<file path="src/rtl/slant_raster_scheduler_if.sv">
// Control/status bundle between the slant receive buffer sequencer and its raster scheduler.
// The slave side is the scheduler; the master side drives run and the per-lane frame events.
interface slant_raster_scheduler_if;
  logic       run;
  logic [3:0] lane_frame_evt;
  logic       pix_en;
  logic       hsync;
  logic       vsync;
  logic       vde;
  logic       mem_read;
  logic       hv_valid;
  logic       frame_start;
  logic       disp_bank;
  logic       swap;
  logic [7:0] drop_cnt;
  logic       busy;

  modport master (
    output run, lane_frame_evt,
    input  pix_en, hsync, vsync, vde, mem_read, hv_valid, frame_start,
           disp_bank, swap, drop_cnt, busy
  );

  modport slave (
    input  run, lane_frame_evt,
    output pix_en, hsync, vsync, vde, mem_read, hv_valid, frame_start,
           disp_bank, swap, drop_cnt, busy
  );
endinterface

</file>
<file path="src/rtl/slant_raster_scheduler.sv">
// HDMI raster timing, prefetch read strobe and display-bank swap arbitration for the slant buffer.
// Every output is a register; raster state only moves on pix_en clks.
module slant_raster_scheduler #(
  parameter int CLK_DIV   = 5,
  parameter int H_ACTIVE  = 640,
  parameter int H_FP      = 16,
  parameter int H_SYNC    = 96,
  parameter int H_BP      = 48,
  parameter int V_ACTIVE  = 480,
  parameter int V_FP      = 10,
  parameter int V_SYNC    = 2,
  parameter int V_BP      = 33,
  parameter int READ_LEAD = 2
) (
  input  logic                    clk,
  input  logic                    rstn,
  slant_raster_scheduler_if.slave bus
);

  localparam int H_TOTAL = H_ACTIVE + H_FP + H_SYNC + H_BP;
  localparam int V_TOTAL = V_ACTIVE + V_FP + V_SYNC + V_BP;
  localparam int DW      = $clog2(CLK_DIV);
  localparam int HW      = $clog2(H_TOTAL);
  localparam int VW      = $clog2(V_TOTAL);

  localparam logic [DW-1:0] DIV_LAST = DW'(CLK_DIV - 1);
  localparam logic [HW-1:0] H_LAST   = HW'(H_TOTAL - 1);
  localparam logic [VW-1:0] V_LAST   = VW'(V_TOTAL - 1);
  localparam logic [VW-1:0] V_DECIDE = VW'(V_ACTIVE + V_FP);

  // Thresholds carry one extra bit so an end bound equal to the total still fits.
  localparam logic [HW:0] H_TOT_X  = (HW+1)'(H_TOTAL);
  localparam logic [HW:0] H_ACT_X  = (HW+1)'(H_ACTIVE);
  localparam logic [HW:0] HS_BEG_X = (HW+1)'(H_ACTIVE + H_FP);
  localparam logic [HW:0] HS_END_X = (HW+1)'(H_ACTIVE + H_FP + H_SYNC);
  localparam logic [HW:0] LEAD_X   = (HW+1)'(READ_LEAD);
  localparam logic [VW:0] V_ACT_X  = (VW+1)'(V_ACTIVE);
  localparam logic [VW:0] VS_BEG_X = (VW+1)'(V_ACTIVE + V_FP);
  localparam logic [VW:0] VS_END_X = (VW+1)'(V_ACTIVE + V_FP + V_SYNC);

  typedef enum logic [1:0] {
    IDLE      = 2'd0,
    RUN       = 2'd1,
    STOP_PEND = 2'd2
  } state_t;

  state_t        state, state_nxt;
  logic [DW-1:0] div_q;
  logic          pix_en_q;
  logic [HW-1:0] hcnt, h_adv, h_nxt, h_look;
  logic [VW-1:0] vcnt, v_adv, v_nxt, v_look;
  logic          h_last, v_last;
  logic [HW:0]   h_ext, h_sum;
  logic [VW:0]   v_ext, v_look_ext;
  logic          active, vde_d, hsync_d, vsync_d, mem_read_d, frame_start_d;
  logic          decide;
  logic [3:0]    sticky;

  logic hsync_q, vsync_q, vde_q, mem_read_q, hv_valid_q, frame_start_q, busy_q;
  logic bank_q, swap_q;
  logic [7:0] drop_q;

  // Free-running pixel divider; pix_en_q is the slot tick for all raster state.
  always_ff @(posedge clk or negedge rstn) begin
    if (!rstn) begin
      div_q    <= '0;
      pix_en_q <= 1'b0;
    end else begin
      div_q    <= (div_q == DIV_LAST) ? '0 : div_q + 1'b1;
      pix_en_q <= (div_q == DIV_LAST);
    end
  end

  always_comb begin
    h_last = (hcnt == H_LAST);
    v_last = (vcnt == V_LAST);
    h_adv  = h_last ? '0 : hcnt + 1'b1;
    v_adv  = !h_last ? vcnt : (v_last ? '0 : vcnt + 1'b1);
  end

  always_ff @(posedge clk or negedge rstn) begin
    if (!rstn) begin
      state <= IDLE;
      hcnt  <= '0;
      vcnt  <= '0;
    end else if (pix_en_q) begin
      state <= state_nxt;
      hcnt  <= h_nxt;
      vcnt  <= v_nxt;
    end
  end

  // Starting on the last blanking line lets the first frame's line-0 prefetch happen.
  always_comb begin
    state_nxt = state;
    h_nxt     = h_adv;
    v_nxt     = v_adv;
    unique case (state)
      IDLE: begin
        if (bus.run) begin
          state_nxt = RUN;
          h_nxt     = '0;
          v_nxt     = V_LAST;
        end else begin
          h_nxt = '0;
          v_nxt = '0;
        end
      end
      RUN: begin
        if (!bus.run) state_nxt = STOP_PEND;
      end
      STOP_PEND: begin
        if (bus.run) begin
          state_nxt = RUN;
        end else if (h_last && v_last) begin
          state_nxt = IDLE;
          h_nxt     = '0;
          v_nxt     = '0;
        end
      end
      default: begin
        state_nxt = IDLE;
        h_nxt     = '0;
        v_nxt     = '0;
      end
    endcase
  end

  // Decode the slot being entered so the registered outputs line up with it.
  always_comb begin
    active = (state_nxt != IDLE);
    h_ext  = {1'b0, h_nxt};
    v_ext  = {1'b0, v_nxt};
    h_sum  = h_ext + LEAD_X;
    if (h_sum >= H_TOT_X) begin
      h_look = HW'(h_sum - H_TOT_X);
      v_look = (v_nxt == V_LAST) ? '0 : v_nxt + 1'b1;
    end else begin
      h_look = HW'(h_sum);
      v_look = v_nxt;
    end
    v_look_ext    = {1'b0, v_look};
    vde_d         = active && (h_ext < H_ACT_X) && (v_ext < V_ACT_X);
    hsync_d       = active && (h_ext >= HS_BEG_X) && (h_ext < HS_END_X);
    vsync_d       = active && (v_ext >= VS_BEG_X) && (v_ext < VS_END_X);
    mem_read_d    = active && ({1'b0, h_look} < H_ACT_X) && (v_look_ext < V_ACT_X);
    frame_start_d = active && (h_nxt == '0) && (v_nxt == '0);
    decide        = pix_en_q && active && (h_nxt == '0) && (v_nxt == V_DECIDE);
  end

  always_ff @(posedge clk or negedge rstn) begin
    if (!rstn) begin
      hsync_q       <= 1'b0;
      vsync_q       <= 1'b0;
      vde_q         <= 1'b0;
      mem_read_q    <= 1'b0;
      hv_valid_q    <= 1'b0;
      frame_start_q <= 1'b0;
      busy_q        <= 1'b0;
    end else if (pix_en_q) begin
      hsync_q       <= hsync_d;
      vsync_q       <= vsync_d;
      vde_q         <= vde_d;
      mem_read_q    <= mem_read_d;
      hv_valid_q    <= active && !vsync_d;
      frame_start_q <= frame_start_d;
      busy_q        <= active;
    end
  end

  // Decision uses only events seen before this clk; a same-clk event lands in the new window.
  always_ff @(posedge clk or negedge rstn) begin
    if (!rstn) begin
      sticky <= '0;
      bank_q <= 1'b0;
      swap_q <= 1'b0;
      drop_q <= '0;
    end else begin
      sticky <= (decide ? 4'b0000 : sticky) | bus.lane_frame_evt;
      swap_q <= 1'b0;
      if (decide) begin
        if (&sticky) begin
          bank_q <= ~bank_q;
          swap_q <= 1'b1;
        end else if (drop_q != 8'hFF) begin
          drop_q <= drop_q + 1'b1;
        end
      end
    end
  end

  assign bus.pix_en      = pix_en_q;
  assign bus.hsync       = hsync_q;
  assign bus.vsync       = vsync_q;
  assign bus.vde         = vde_q;
  assign bus.mem_read    = mem_read_q;
  assign bus.hv_valid    = hv_valid_q;
  assign bus.frame_start = frame_start_q;
  assign bus.disp_bank   = bank_q;
  assign bus.swap        = swap_q;
  assign bus.drop_cnt    = drop_q;
  assign bus.busy        = busy_q;

endmodule
</file>
<file path="src/flat_wrapper.sv">
// flat-port wrapper written by rule: the top's interface ports become plain ports
module slant_raster_scheduler_flat 
#(
  parameter int CLK_DIV   = 5,
  parameter int H_ACTIVE  = 640,
  parameter int H_FP      = 16,
  parameter int H_SYNC    = 96,
  parameter int H_BP      = 48,
  parameter int V_ACTIVE  = 480,
  parameter int V_FP      = 10,
  parameter int V_SYNC    = 2,
  parameter int V_BP      = 33,
  parameter int READ_LEAD = 2
)
  (clk, rstn, bus_run, bus_lane_frame_evt, bus_pix_en, bus_hsync, bus_vsync, bus_vde, bus_mem_read, bus_hv_valid, bus_frame_start, bus_disp_bank, bus_swap, bus_drop_cnt, bus_busy);
  slant_raster_scheduler_if bus_i ();
  input  logic clk;
  input  logic rstn;
  input wire logic [$bits(bus_i.run)-1:0] bus_run;
  input wire logic [$bits(bus_i.lane_frame_evt)-1:0] bus_lane_frame_evt;
  output wire logic [$bits(bus_i.pix_en)-1:0] bus_pix_en;
  output wire logic [$bits(bus_i.hsync)-1:0] bus_hsync;
  output wire logic [$bits(bus_i.vsync)-1:0] bus_vsync;
  output wire logic [$bits(bus_i.vde)-1:0] bus_vde;
  output wire logic [$bits(bus_i.mem_read)-1:0] bus_mem_read;
  output wire logic [$bits(bus_i.hv_valid)-1:0] bus_hv_valid;
  output wire logic [$bits(bus_i.frame_start)-1:0] bus_frame_start;
  output wire logic [$bits(bus_i.disp_bank)-1:0] bus_disp_bank;
  output wire logic [$bits(bus_i.swap)-1:0] bus_swap;
  output wire logic [$bits(bus_i.drop_cnt)-1:0] bus_drop_cnt;
  output wire logic [$bits(bus_i.busy)-1:0] bus_busy;
  assign bus_i.run = bus_run;
  assign bus_i.lane_frame_evt = bus_lane_frame_evt;
  assign bus_pix_en = bus_i.pix_en;
  assign bus_hsync = bus_i.hsync;
  assign bus_vsync = bus_i.vsync;
  assign bus_vde = bus_i.vde;
  assign bus_mem_read = bus_i.mem_read;
  assign bus_hv_valid = bus_i.hv_valid;
  assign bus_frame_start = bus_i.frame_start;
  assign bus_disp_bank = bus_i.disp_bank;
  assign bus_swap = bus_i.swap;
  assign bus_drop_cnt = bus_i.drop_cnt;
  assign bus_busy = bus_i.busy;
  slant_raster_scheduler #(.CLK_DIV(CLK_DIV), .H_ACTIVE(H_ACTIVE), .H_FP(H_FP), .H_SYNC(H_SYNC), .H_BP(H_BP), .V_ACTIVE(V_ACTIVE), .V_FP(V_FP), .V_SYNC(V_SYNC), .V_BP(V_BP), .READ_LEAD(READ_LEAD)) u_core (.clk(clk), .rstn(rstn), .bus(bus_i));
endmodule
</file>
<file path="config.mk">
export PLATFORM = sky130hd
export DESIGN_NAME = slant_raster_scheduler_flat
export DESIGN_NICKNAME = d
export VERILOG_FILES = /design/src/rtl/slant_raster_scheduler_if.sv /design/src/rtl/slant_raster_scheduler.sv /design/src/flat_wrapper.sv
export SDC_FILE = /design/constraint.sdc
export NUM_CORES = 1
export LEC_CHECK = 0
export ABC_AREA = 1
export ABC_CLOCK_PERIOD_IN_PS = 5300
export CELL_PAD_IN_SITES_DETAIL_PLACEMENT = 1
export CELL_PAD_IN_SITES_GLOBAL_PLACEMENT = 1
export CORE_UTILIZATION = 40
export DETAILED_ROUTE_END_ITERATION = 10
export PLACE_DENSITY = 0.86
export RECOVER_POWER = 50
export SLEW_MARGIN = 20
export SYNTH_ARGS = -nofsm -noshare
export SYNTH_HDL_FRONTEND = slang
export SYNTH_SLANG_ARGS = --single-unit
</file>
<file path="constraint.sdc">
create_clock -name clk -period 5.3 [get_ports clk]
set_input_delay 1.06 -clock clk [delete_from_list [all_inputs] [get_ports clk]]
set_output_delay 1.06 -clock clk [all_outputs]
set_load 0.005 [all_outputs]
</file>
======== After elaboration in Yosys (flattened, before gate mapping) ========
Cells that the tools add are included.
word-level totals
  register bits after elaboration ......... 47
  input port bits ......................... 7
  output and inout port bits .............. 18
  word-level logic and storage cells ...... 88
operators by class
  add/subtract/negate cells ............... 7
  $lt $le $gt $ge ......................... 9
  eq/ne operators ......................... 8
  mux-type cells .......................... 22
  bitwise gates (word level) .............. 3
  reduce and logical (&&, ||, !) cells .... 23
operator list
  kind                    number
  $mux 10                 11
  $add 10x1->10 const B   3
  $eq 10x10->1 const B    3
  $lt 10x10->1 const B    3
  $lt 10x9->1 const B     3
  $pmux 10 s3             1
  $logic_not 10->1        2
  $pmux 10 s2             1
  $logic_and 1x1->1       15
  $add 10x2->11 const B   1
  $ge 11x10->1 const B    1
  $eq 10x9->1 const B     1
  $ge 10x10->1 const B    1
  $ge 10x9->1 const B     1
  $sub 10x10->10 const B  1
  $add 8x1->8 const B     1
  $mux 2                  4
  $ne 8x8->1 const B      1
  $pmux 2 s3              1
  $reduce_and 5->1        1
  $mux 4                  1
  $or 4x4->4              1
  $reduce_and 4->1        1
  $add 3x1->3 const B     1
  other kinds (10)        12

======== Longest topological paths before layout ========
  word-level depth ........................ 11
  mapped depth ............................ 22
  mapped depth without buffers ............ 22

======== Worst setup path after synthesis ========
No wires, ideal clock.
  path kind ............................... register -> register
  start ................................... register u_core.state[0]
  end ..................................... register u_core.mem_read_q (netlist: u_core.bus.mem_read)
  setup time .............................. 116 ps
  arrival ................................. 2194 ps
  data required time ...................... 5184 ps
  path slack .............................. 2989 ps
  stages on the path, launching flop included .. 22
  path buffers ............................ 0
  period minus slack after synthesis ...... 2311 ps
  cell sequence ........................... dfrtp_1 inv_1 ha_1 inv_1 nor2_2 inv_2 a21oi_1 nand2_1 nor2_2 nand2_1 nand2_1 nand2_1 nor2_1 nand2_1 nand2_2 nand3_1 nand2_1 inv_1 nand2_1 nand2_1 nand2_1 nand2_1
between the ends
  word-level cells in the longest chain between the ends .. 8
  elaborated cells on any way between the ends .. 23
  those cells by class .................... add/sub (3); order compare (3); eq/ne (3); mux (10); reduce/logical (4)
ends and longest elaborated chain
  element                                         line                                                          text
  start: declaration                              slant_raster_scheduler.sv:47                                  state_t state, state_nxt;
  start signal: assignment                        slant_raster_scheduler.sv:87                                  state <= state_nxt;
  $eq 2x2->1 or $eq 2x1->1 (tied branches)        slant_raster_scheduler.sv:98                                  unique case (state)
  $pmux 10 s2                                     slant_raster_scheduler.sv:98
  $add 10x2->11                                   slant_raster_scheduler.sv:134                                 h_sum = h_ext + LEAD_X;
  $sub 10x10->10 or $ge 11x10->1 (tied branches)  slant_raster_scheduler.sv:136, slant_raster_scheduler.sv:135
  $mux 10                                         slant_raster_scheduler.sv:135                                 if (h_sum >= H_TOT_X) begin
  $lt 10x10->1                                    slant_raster_scheduler.sv:146                                 mem_read_d = active && ({1'b0, h_look} < H_ACT_X) && (v_look_ext < V_ACT_X);
  $logic_and 1x1->1                               slant_raster_scheduler.sv:146
  $logic_and 1x1->1 *                             slant_raster_scheduler.sv:146
  end signal: assignment                          slant_raster_scheduler.sv:164                                 mem_read_q <= mem_read_d;
  end: declaration                                slant_raster_scheduler.sv:59                                  logic hsync_q, vsync_q, vde_q, mem_read_q, hv_valid_q, frame_start_q, busy_q;
Mark *: on every way between the ends. The rest lies on a longest branch, timed or not.
A chain may end at the register's enable or synchronous reset.

======== Final worst setup path ========
  start ................................... register u_core.pix_en_q (netlist: u_core.bus.pix_en)
  end ..................................... output port bus_pix_en
RTL lines
  element                   line                          text
  start: declaration        slant_raster_scheduler.sv:49  logic pix_en_q;
  start signal: assignment  slant_raster_scheduler.sv:70  pix_en_q <= (div_q == DIV_LAST);
  end: declaration          flat_wrapper.sv:21            output wire logic [$bits(bus_i.pix_en)-1:0] bus_pix_en;
No word-level cell between the ends.

==> flow_summary.ini <==
[layout]
fin_cells = 594
antenna_cells = 0
nFillCells = 1018
area_delta_synth_final_pct = 14.2
finalInstanceArea_um2 = 3660
drive_gt1_share_pct = 7.93
fin_nets = 508

[routing]
wl_per_cell_um = 15.5
drc = 0
drtAntennaViolNets = 0
num_vias = 3078
first_pass_iters = 4
first_iter_violations = 106
wl_um = 9190
drt-vias-per-instance = 5.18

[grt]
grt_max_degree = 48
grt_pass1_wl_um = 15800
antenna_found_initial = 0
grt_use_total_pct = 23.7
first_global_vias = 3360
grt-ovfl-total = 0

[pwr]
ir_drop_uv = 131
power_density_nw_per_um2 = 292
finalPower_mw = 1.07
p_leak_nw = 1.76
switching_share_pct = 38.4
power_frac_clock_pct = 26.4
switchingPower_mw = 0.411
comb_power_share_pct = 33.4
p_seq_share_pct = 40.2
p_int_mw = 0.660

[yosys]
ys_seq_area_share_pct = 36.6
yosysTopAreaCell = dfrtp_1
yosys_most_used_dff = dfrtp_1
ys_ff_latch = 47
ys_async_sr_fraction_pct = 100
ys_types = 31
yosysMostFrequentCell = nand2_1
synth_top_area_share_pct = 36.6
yosysWarnings = 0
yosys-top-cells-count = nand2_1, inv_1, dfrtp_1, nor2_1, nand3_1
netlist_instances = 465
synth_fp_nets = 482
synth_edf_count = 0
syn_area_um2 = 3210
synth_area_leaders = dfrtp_1, nand2_1, nand3_1
postSynthAreaPerCell_um2 = 6.90

[die]
rows = 32
die_area_um2 = 8390
die_y_um = 91.6
start_util_pct = 41.5
die_w_um = 91.6
pin_count = 25
coreArea_um2 = 7730

[place]
gp_congestion = 0.874
dpl_worst_slack_ps = 2290
dpl_cell_area_um2 = 3560
io_buffers = 24
dp_cells = 586
dp_hpwl_um = 7050

[setup_path]
required_ps = 4240
worstPathArrival_ps = 2250
crit_fanout = 27
worst_setup_path_end_kind = output port
crit_type = flop to output port
crit_path_start_kind = flop

[run_status]
run_status = complete, but fails checks
violations = capacitance limit, slew limit

[timing]
hold_viol = 0
grt_setup_unrepaired = false
finalMaxSlewViolations = 48
worst_pin_slew_ps = 2630
maxSlewHeadroom_pct = -75.2
max_freq_mhz = 302
fin_crit_ps = 3310
setup-tns-final_ps = 0
fin_skew_ps = 16.4
finalWorstSetupSlack_ps = 1990
period_share_pct = 62.4
setup_viol = 0

[clock_tree]
cts_hold_buf = 0
clockBufferDepth = 2
cts_made_buffers = 5
htree_num_levels = 2
path_clk_slew_ps = 110
tritoncts = built
insertion_delay_ps = 320
postCtsSetupRepairBufs = 0
post_cts_resized = 0
clock_sinks = 47
cts-root-buf = clkbuf_8

[hold_path]
hp-class = flop to flop

[flow_run]
maxCapViolCount = 1
-- routing by layer --
metal  global-route usage (%)  vias up  share of wire [%]
met1                     29.5     1476                 46
met5                        0        -                  0
li1                         -     1537                  -
met3                     3.43       11                3.0
met4                     6.61        0                1.2
met2                     42.4       54                 50
-- stage by stage --
step           util, %  hold slack [ps]
3_5_place_dp      46.0              464
3_3_place_gp      46.0              446
5_1_grt           47.4              496
4_1_cts           47.5              477
6_report          47.4              476
2_1_floorplan        -              431
-- worst paths after layout --
path	startpoint	cells after the start	to	slack, ps
max	u_core.bus.pix_en$_DFF_PN0_	2	bus_pix_en	1990
min	u_core.div_q[0]$_DFF_PN0_	1	u_core.div_q[0]$_DFF_PN0_	480
max reg2reg	u_core.state[0]$_DFFE_PN0P_	17	u_core.bus.mem_read$_DFFE_PN0P_	2260
min reg2reg	u_core.div_q[0]$_DFF_PN0_	1	u_core.div_q[0]$_DFF_PN0_	480
max in group asynchronous	rstn	1	u_core.hcnt[7]$_DFFE_PN0P_	2250
min in group asynchronous	rstn	1	u_core.vcnt[5]$_DFFE_PN0P_	1550
-- logic make-up (layout without fill, tap and decap cells) --
| group | after synthesis | count (layout) | synth area share, % |
|---|---|---|---|
| compound gates | 51 | 51 | 8.89 |
| xor+xnor | 14 | 14 | 3.82 |
| fa+ha+maj | 10 | 10 | 3.90 |
| buf+inv | 66 | 93 | 7.72 |
| flops | 47 | 47 | 36.6 |
| simple gates | 277 | 277 | 39.0 |
-- layout make-up --
| cell class | instances | area, µm² | share of cell area [%] |
|---|---|---|---|
| Inverter | 60 | 225 | 6.15 |
| Multi-Input combinational cell | 352 | 1780 | 48.6 |
| Timing Repair Buffer | 25 | 238 | 6.49 |
| Clock inverter | 3 | 47.5 | 1.30 |
| Clock buffer | 5 | 68.8 | 1.88 |
| Tap cell | 102 | 128 | 3.48 |
| Sequential cell | 47 | 1180 | 32.1 |
-- power groups by stage --
stage	Clock, mW	Sequential [mW]	Combinational [mW]
2_1_floorplan	0	0.428	0.237
3_3_place_gp	0	0.435	0.341
3_5_place_dp	0	0.437	0.355
4_1_cts	0.287	0.431	0.361
5_1_grt	0.300	0.436	0.404
6_report	0.283	0.430	0.358
-- registers in the layout, summed over array words and instances, names as in the netlist, 2 cells and up --
signal / flops
u_core.sticky: 4
u_core.bus.drop_cnt: 8
u_core.state: 2
u_core.hcnt: 10
u_core.vcnt: 10
u_core.div_q: 3
-- critical path, stage by stage, from the launching register on --
cell and delay (ps):
dfrtp_1 340, clkbuf_1 910, clkdlybuf4s50_1 680
-- placed cells by master, fill, tap and decap left out --
master,n
clkdlybuf4s50_1,23
o22ai_1,1
clkbuf_8,5
nand4_2,1
xor2_1,10
nand2_4,1
clkinv_1,1
nand4_1,13
clkinv_4,1
ha_1,10
nor2_1,49
a21oi_2,1
dfrtp_1,47
nand2_1,140
nor2_4,4
inv_6,1
bufinv_16,1
nand3_2,4
nor2_2,7
xnor2_1,4
a31oi_2,1
nand3_1,43
nor3_1,7
or2_1,1
nor3_2,1
o21ai_1,2
inv_2,5
a21o_1,4
o21ai_0,31
inv_1,54
a21oi_1,8
o31ai_1,1
clkbuf_1,2
o211ai_1,2
nand2_2,6
No activity file was read; power rests on OpenSTA's default activity.
